## src/rtl/sel_decoder.sv

```systemverilog
// Registered one-hot select decoder with a request/done handshake and IDLE/SELECT FSM.
// Define SEL_DECODER_TIMEOUT_EN to compile in a SELECT-state timeout watchdog that drives tmo.
module sel_decoder #(
  parameter int unsigned IN_W    = 3,
  parameter int unsigned NUM_OUT = 8,
  parameter int unsigned TIMEOUT = 16
) (
  input  logic               CLK,
  input  logic               RESETn,
  input  logic               enable,
  input  logic               req_valid,
  input  logic [IN_W-1:0]    req_idx,
  output logic               req_ready,
  input  logic               done,
  output logic [NUM_OUT-1:0] sel_out,
  output logic               active,
  output logic               err,
  output logic               tmo
);

  if (IN_W < 1 || IN_W > 8 || NUM_OUT < 2 || NUM_OUT > (1 << IN_W) ||
      TIMEOUT < 1 || TIMEOUT > 255) begin : g_bad_params
    $error("sel_decoder: parameter out of range");
  end

  typedef enum logic {StIdle, StSelect} state_e;

  state_e             state_q, state_d;
  logic [NUM_OUT-1:0] sel_q, sel_d;
  logic [NUM_OUT-1:0] dec;
  logic               err_q, err_d;
  logic               accept;
  logic               in_range;

  // Reset gating keeps req_ready low for the whole reset window.
  assign req_ready = (state_q == StIdle) && enable && RESETn;
  assign accept    = req_valid && enable && (state_q == StIdle);
  assign in_range  = {{(32 - IN_W){1'b0}}, req_idx} < NUM_OUT;

  always_comb begin
    dec = '0;
    for (int unsigned i = 0; i < NUM_OUT; i++) begin
      if (req_idx == IN_W'(i)) dec[i] = 1'b1;
    end
  end

`ifdef SEL_DECODER_TIMEOUT_EN
  localparam logic [7:0] TmoLast = 8'(TIMEOUT - 1);

  logic [7:0] cnt_q, cnt_d;
  logic       tmo_q, tmo_d;

  always_comb begin
    state_d = state_q;
    sel_d   = sel_q;
    err_d   = 1'b0;
    tmo_d   = 1'b0;
    cnt_d   = cnt_q;
    case (state_q)
      StIdle: begin
        if (accept) begin
          if (in_range) begin
            state_d = StSelect;
            sel_d   = dec;
            cnt_d   = '0;
          end else begin
            err_d = 1'b1;
          end
        end
      end
      StSelect: begin
        // A normal exit (done or disable) wins over an expiring watchdog.
        if (!enable || done) begin
          state_d = StIdle;
          sel_d   = '0;
        end else if (cnt_q == TmoLast) begin
          state_d = StIdle;
          sel_d   = '0;
          tmo_d   = 1'b1;
        end else begin
          cnt_d = cnt_q + 8'd1;
        end
      end
      default: begin
        state_d = StIdle;
        sel_d   = '0;
      end
    endcase
  end

  always_ff @(posedge CLK or negedge RESETn) begin
    if (!RESETn) begin
      cnt_q <= '0;
      tmo_q <= 1'b0;
    end else begin
      cnt_q <= cnt_d;
      tmo_q <= tmo_d;
    end
  end

  assign tmo = tmo_q;
`else
  always_comb begin
    state_d = state_q;
    sel_d   = sel_q;
    err_d   = 1'b0;
    case (state_q)
      StIdle: begin
        if (accept) begin
          if (in_range) begin
            state_d = StSelect;
            sel_d   = dec;
          end else begin
            err_d = 1'b1;
          end
        end
      end
      StSelect: begin
        if (!enable || done) begin
          state_d = StIdle;
          sel_d   = '0;
        end
      end
      default: begin
        state_d = StIdle;
        sel_d   = '0;
      end
    endcase
  end

  assign tmo = 1'b0;
`endif

  always_ff @(posedge CLK or negedge RESETn) begin
    if (!RESETn) begin
      state_q <= StIdle;
      sel_q   <= '0;
      err_q   <= 1'b0;
    end else begin
      state_q <= state_d;
      sel_q   <= sel_d;
      err_q   <= err_d;
    end
  end

  assign sel_out = sel_q;
  assign active  = (state_q == StSelect);
  assign err     = err_q;

endmodule
```

## config.mk

```make
export PLATFORM = sky130hd
export DESIGN_NAME = sel_decoder
export DESIGN_NICKNAME = d
export VERILOG_FILES = /design/src/rtl/sel_decoder.sv
export SDC_FILE = /design/constraint.sdc
export NUM_CORES = 1
export LEC_CHECK = 0
export CORE_AREA = 2 2 39 41
export CTS_CLUSTER_SIZE = 30
export DETAILED_ROUTE_END_ITERATION = 6
export DIE_AREA = 0 0 41 43
export PLACE_DENSITY_LB_ADDON = 0.05
export SYNTH_ARGS = -nofsm -noshare
export SYNTH_HDL_FRONTEND = slang
export SYNTH_SLANG_ARGS = --single-unit
```

## constraint.sdc

```tcl
create_clock -name CLK -period 2.25 [get_ports CLK]
set_clock_uncertainty 0.2 [all_clocks]
set_input_delay 0.3375 -clock CLK [delete_from_list [all_inputs] [get_ports CLK]]
set_output_delay 0.3375 -clock CLK [all_outputs]
set_load 0.02 [all_outputs]
```

==> results of run 1 <==
## area by class of cell
class                           instances  area (um^2)  share of cell area
Clock buffer                            4         26.3              0.0407
Multi-Input combinational cell         22          189               0.293
Sequential cell                         9          225               0.349
Tap cell                               16         20.0              0.0310
Timing Repair Buffer                   19          185               0.287
## path summary, 6_finish.rpt
kind | endpoint | cells past startpoint | slack (ps)
worst max-delay path | req_ready | 3 | 140
worst min-delay path | sel_out[3] | 2 | 190
worst max register to register | sel_out[2] | 3 | 790
worst min register to register | sel_out[5] | 1 | 290
max in group asynchronous | sel_out[5] | 2 | 1530
min in group CLK | sel_out[5] | 1 | 290
## cells in the mapped netlist
library cell | n | area, um^2
a21oi_4 | 1 | 16.3
a22o_1 | 3 | 26.3
a32o_1 | 4 | 40.0
and2_1 | 1 | 6.26
and3b_2 | 1 | 10.0
and3b_4 | 1 | 12.5
and4bb_2 | 1 | 12.5
buf_4 | 2 | 15.0
conb_1 | 1 | 3.75
dfrtp_1 | 9 | 225
nand2_1 | 2 | 7.51
nor2_1 | 1 | 3.75
nor2b_1 | 1 | 6.26
nor2b_4 | 1 | 13.8
o211a_1 | 1 | 10.0
o2bb2ai_1 | 1 | 8.76
or2b_1 | 1 | 7.51
## sequential cells by signal, indices dropped and copies added, names as in the netlist
| register | flops |
|---|---|
| sel_out | 8 |
| active | 1 |
## per-layer routing
| layer | GRT usage | vias up | share of wire |
|---|---|---|---|
| li1 | - | 165 | - |
| met1 | 0.160 | 167 | 0.43 |
| met2 | 0.153 | 11 | 0.52 |
| met3 | 0.0314 | 0 | 0.056 |
| met4 | 0.0600 | 0 | 0 |
| met5 | 0 | - | 0 |
## power by group
| group | switching [mW] | leakage (nW) | internal (mW) |
|---|---|---|---|
| clock | 0.0528 | 0.0150 | 0.0681 |
| combinational | 0.0411 | 0.141 | 0.0450 |
| sequential | 0.00692 | 0.123 | 0.171 |
## logic make-up (layout without fill, tap and decap cells)
logic type,count (synthesis),after routing,synth area share
compound gates,10,10,0.238
simple gates,10,10,0.188
flops,9,9,0.529
buf+inv,2,23,0.0353
other cells,1,2,0.00882
## stage by stage
| stage | hold WS (ps) | worst slack, ps | utilization | total power [mW] |
|---|---|---|---|---|
| after CTS | 190 | 130 | 0.467 | 0.393 |
| after global placement | 279 | 140 | 0.448 | 0.266 |
| after global routing | 199 | 94.9 | 0.467 | 0.407 |
| after detailed placement | 280 | 138 | 0.448 | 0.267 |
| after floorplan | -158 | 768 | - | 0.223 |
| final | 189 | 140 | 0.467 | 0.385 |
==> impl_metrics.py, run 1 <==
metrics = {
    "route": {
        "first_iter_violations": 12,
        "dr.pass1.iters": 3,
        "wl_um": 864,
        "vias_per_cell": 4.90,
        "wire_per_inst_um": 12.3,
        "vias": 343,
        "drc": 0,
        "antenna_left": 0,
    },
    "timing": {
        "fmax_mhz": 474,
        "grt_setup_unrepaired": "no",
        "slew_viol_final": 0,
        "hold_viol": 0,
        "post-route-period-util": 0.938,
        "finalCriticalPeriod_ps": 2110,
        "setup_tns_ps": 0,
        "setup_viol": 0,
    },
    "placement": {
        "dp.cells": 66,
        "dpl_cell_area_um2": 619,
        "io_buffers": 17,
        "gp_congestion": 0.723,
        "dp_hpwl_um": 679,
    },
    "cells_and_area": {
        "num-fill-cells": 134,
        "num_antenna_cells": 0,
        "fin_cells": 70,
        "area_delta_synth_final_pct": 51.8,
        "final_area_um2": 646,
        "final_cell_mix": "clkdlybuf4s50_1, dfrtp_1, a32o_1",
        "nNetsFinal": 63,
        "mostFrequentLayoutCell": "clkdlybuf4s50_1",
        "drive_gt1_frac": 0.185,
    },
    "setup_path": {
        "cp-start-kind": "primary input",
        "path_buf_inv": 2,
        "worst_path_dominant_cell_family": "buffers and inverters",
        "max_stage_delay_ps": 590,
        "reg2reg_from": "active",
        "cp_cell_sequence": "clkdlybuf4s50_1 > and3b_2 > clkdlybuf4s50_1",
        "critPathMostFrequentCell": "clkdlybuf4s50_1",
        "cp.required_ps": 1710,
        "crit_type": "in -> out",
        "startpoint": "RESETn",
        "cp.arrival_ps": 1570,
        "worst-path-max-fanout": 2,
        "cpMaxStageDelayCell": "clkdlybuf4s50_1",
        "end_kind": "primary output",
    },
    "floorplan": {
        "start_util": 0.307,
        "rows": 14,
        "ios": 20,
        "die_y_um": 43,
        "die-area_mm2": 0.00176,
        "core_region_area_mm2": 0.00138,
        "die-width_um": 41,
    },
    "global_routing": {
        "grt_max_degree": 10,
        "grt_usage": 0.114,
        "grt_remaining_overflow": 0,
        "grt_pass1_wl_um": 1340,
        "first_global_vias": 308,
        "antenna_found_initial": 0,
    },
    "cts": {
        "numCtsBuffers": 3,
        "cts_setup_buffers": 0,
        "root_buffer": "clkbuf_4",
        "cts_hold_buf": 0,
        "h-tree-depth": 1,
        "cts.sinks": 9,
        "clk_path_buf_depth": 2,
        "cts_tree": "built",
        "clkTransAtPathRegs_ps": 60,
        "insertion_delay_ps": 250,
        "cts_resized": 0,
    },
    "yosys": {
        "yosysUniqueCellTypes": 17,
        "netlist_instances": 32,
        "synth-seq-cells": 9,
        "ys_seq_area_frac": 0.529,
        "syn_area_per_cell_um2": 13.3,
        "synth.cell_area_um2": 425,
        "yosysWarnings": 0,
    },
    "power": {
        "p_per_area_mw_per_mm2": 596,
        "vdd_drop_max_mv": 0.313,
        "p_leak_nw": 0.278,
    },
    "outcome": {
        "outcome": "finished clean",
    },
    "min_path": {
        "worstHoldPathType": "in -> async",
    },
    "job": {
        "drv_cap": 0,
    },
}
No activity file was read; power rests on OpenSTA's default activity.
==> run 2: changes to the inputs <==
Settings changed: TNS_END_PERCENT set to 5.
==> results of run 2 <==
No change in the layout: final DEF, timing and power equal those of run 1.
==> run 3: changes to the inputs <==
Settings changed: ABC_AREA set to 1, CTS_CLUSTER_DIAMETER set to 60.
==> run 3 against run 2 <==
Effect of this change:
- utilization increased by 3.5 points
- global-route usage increased by 4.3 points
- final cell count increased by 41%
- sequential cell count unchanged
- power increased by 11%
- sequential share of layout area decreased by 2.5 points
- first-iteration DRC count decreased by 33%
- hold slack improved by 2.2 ps
- sequential power increased by 3%
==> impl_metrics.py, run 3 <==
metrics = {
    "setup_path": {
        "reg2reg_from": "active",
        "crit_type": "in -> out",
        "max_stage_delay_ps": 590,
        "cp_cell_sequence": "clkdlybuf4s50_1 > and3_2 > clkdlybuf4s50_1",
        "r2r_slack_ps": 1030,
        "cp.arrival_ps": 1580,
        "worst-path-max-fanout": 2,
        "end_kind": "primary output",
        "cpMaxStageDelayCell": "clkdlybuf4s50_1",
        "critPathMostFrequentCell": "clkdlybuf4s50_1",
        "reg2reg_depth": 5,
        "regToRegEndpoint": "sel_out[0]",
        "cp.required_ps": 1710,
        "cp-start-kind": "primary input",
    },
    "placement": {
        "dp_hpwl_um": 767,
        "io_buffers": 17,
        "pre_cts_slack_ps": 121,
        "gp_congestion": 0.755,
    },
    "route": {
        "antenna_left": 0,
        "vias": 435,
        "dr.pass1.iters": 5,
        "drc": 0,
        "wire_per_inst_um": 10.6,
        "vias_per_cell": 4.39,
        "first_iter_violations": 8,
        "wl_um": 1050,
    },
    "cts": {
        "root_buffer": "clkbuf_4",
        "h-tree-depth": 1,
        "cts_setup_buffers": 0,
        "insertion_delay_ps": 260,
        "clk_path_buf_depth": 2,
        "cts_resized": 0,
        "cts_tree": "built",
        "numCtsBuffers": 3,
        "cts_hold_buf": 0,
        "cts.sinks": 9,
        "clkTransAtPathRegs_ps": 70,
    },
    "yosys": {
        "yosysWarnings": 0,
        "async_reset_ff_frac": 1.00,
        "synth_top_area_cell": "dfrtp_1",
        "synth.top_cell.area_share": 0.475,
        "yosysUniqueCellTypes": 13,
        "syn_area_per_cell_um2": 7.77,
        "synth_common_cells": "nand2_1, dfrtp_1, nand3_1, nor2_1, inv_1",
        "netlist_instances": 61,
        "synth.cell_area_um2": 474,
        "yosysMostFrequentCell": "nand2_1",
        "ys_seq_area_frac": 0.475,
        "synth_flop_cell": "dfrtp_1",
        "synth_edf_count": 0,
        "synth-seq-cells": 9,
        "synthTopCellsByArea": "dfrtp_1, nand2_1, nand3_1",
    },
    "outcome": {
        "outcome": "finished clean",
    },
    "cells_and_area": {
        "area_delta_synth_final_pct": 46.4,
        "final_cell_mix": "nand2_1, clkdlybuf4s50_1, dfrtp_1",
        "num_antenna_cells": 0,
        "seq_area_um2": 225,
        "multi_input_area_um2": 219,
        "largest_reg_flops": 8,
        "num-fill-cells": 143,
        "drive_gt1_frac": 0.133,
        "nNetsFinal": 92,
        "mostFrequentLayoutCell": "nand2_1",
        "postLayoutCoreUtil": 0.502,
    },
    "timing": {
        "fin_ws_ps": 130,
        "hold_slack_ps": 191,
        "slew_viol_final": 0,
        "setup_viol": 0,
        "finalCriticalPeriod_ps": 2120,
        "fmax_mhz": 472,
        "post-route-period-util": 0.942,
        "hold_viol": 0,
        "setup_tns_ps": 0,
        "grt_setup_unrepaired": "no",
    },
    "floorplan": {
        "die_y_um": 43,
        "core_region_area_mm2": 0.00138,
        "die-area_mm2": 0.00176,
        "ios": 20,
        "start_util": 0.343,
        "rows": 14,
        "die-width_um": 41,
    },
    "power": {
        "p_leak_nw": 0.358,
        "p_per_area_mw_per_mm2": 615,
        "vdd_drop_max_mv": 0.324,
    },
    "global_routing": {
        "first_global_vias": 429,
        "grt_max_degree": 11,
        "antenna_found_initial": 0,
        "grt_remaining_overflow": 0,
        "grt_pass1_wl_um": 1810,
        "grt_usage": 0.156,
        "grt_busiest_layer": "met1",
        "met1_usage": 0.227,
        "use_met2": 0.191,
        "grtUsageMet3": 0.0681,
    },
    "job": {
        "drv_cap": 0,
    },
    "min_path": {
        "worstHoldPathType": "in -> async",
    },
}
## run 3: changes by cell type in the layout (fill, tap and decap cells not counted), moves of 3 or more
cell and change:
nor2_1 +7, inv_1 +4, nand3_1 +8, nand2_1 +20, a22o_1 -3, a32o_1 -4
## run 3: how the worst max path moves through the flow
| stage | startpoint | to | cells past startpoint |
|---|---|---|---|
| CTS | RESETn | req_ready | 3 |
| global placement | RESETn | req_ready | 3 |
| detailed placement | RESETn | req_ready | 3 |
| floorplan | active | req_ready | 2 |
| global route | RESETn | req_ready | 3 |
| finish | RESETn | req_ready | 3 |
## run 3: layout make-up
type | count | area share
repair buffers | 19 | 0.267
inverters | 5 | 0.0270
clock buffers | 4 | 0.0378
flip-flops and latches | 9 | 0.324
multi-input cells | 46 | 0.315
well taps | 16 | 0.0288
## run 3: worst max-delay path: cells and delay by family
kind | cells | cell delay, ps
AND/OR/NAND/NOR | 1 | 170
buffers and inverters | 2 | 1070
## run 3: where the power goes
| group | internal (mW) | switching, mW | total [mW] |
|---|---|---|---|
| clock | 0.0682 | 0.0583 | 0.127 |
| sequential | 0.176 | 0.00799 | 0.184 |
| combinational | 0.0526 | 0.0643 | 0.117 |
## run 3: logic make-up (layout without fill, tap and decap cells)
kind of cell / after synthesis / after routing / share of synthesized area
compound gates: 1 / 1 / 0.0105
other cells: 1 / 2 / 0.00791
flops: 9 / 9 / 0.475
buf+inv: 7 / 28 / 0.0712
simple gates: 43 / 43 / 0.435
## run 3: metal layers
metal,wire length (um),vias to the layer above
met2,487,9
met5,0,-
met4,0,0
met3,51,0
li1,-,232
met1,507,194
## run 3: per-stage QoR
step | cell area [um^2] | instances | power [mW]
6_report | 694 | 99 | 0.427
5_1_grt | 694 | 99 | 0.455
4_1_cts | 694 | 99 | 0.433
3_5_place_dp | 668 | 95 | 0.305
3_3_place_gp | 668 | 95 | 0.304
2_1_floorplan | 478 | 62 | 0.248
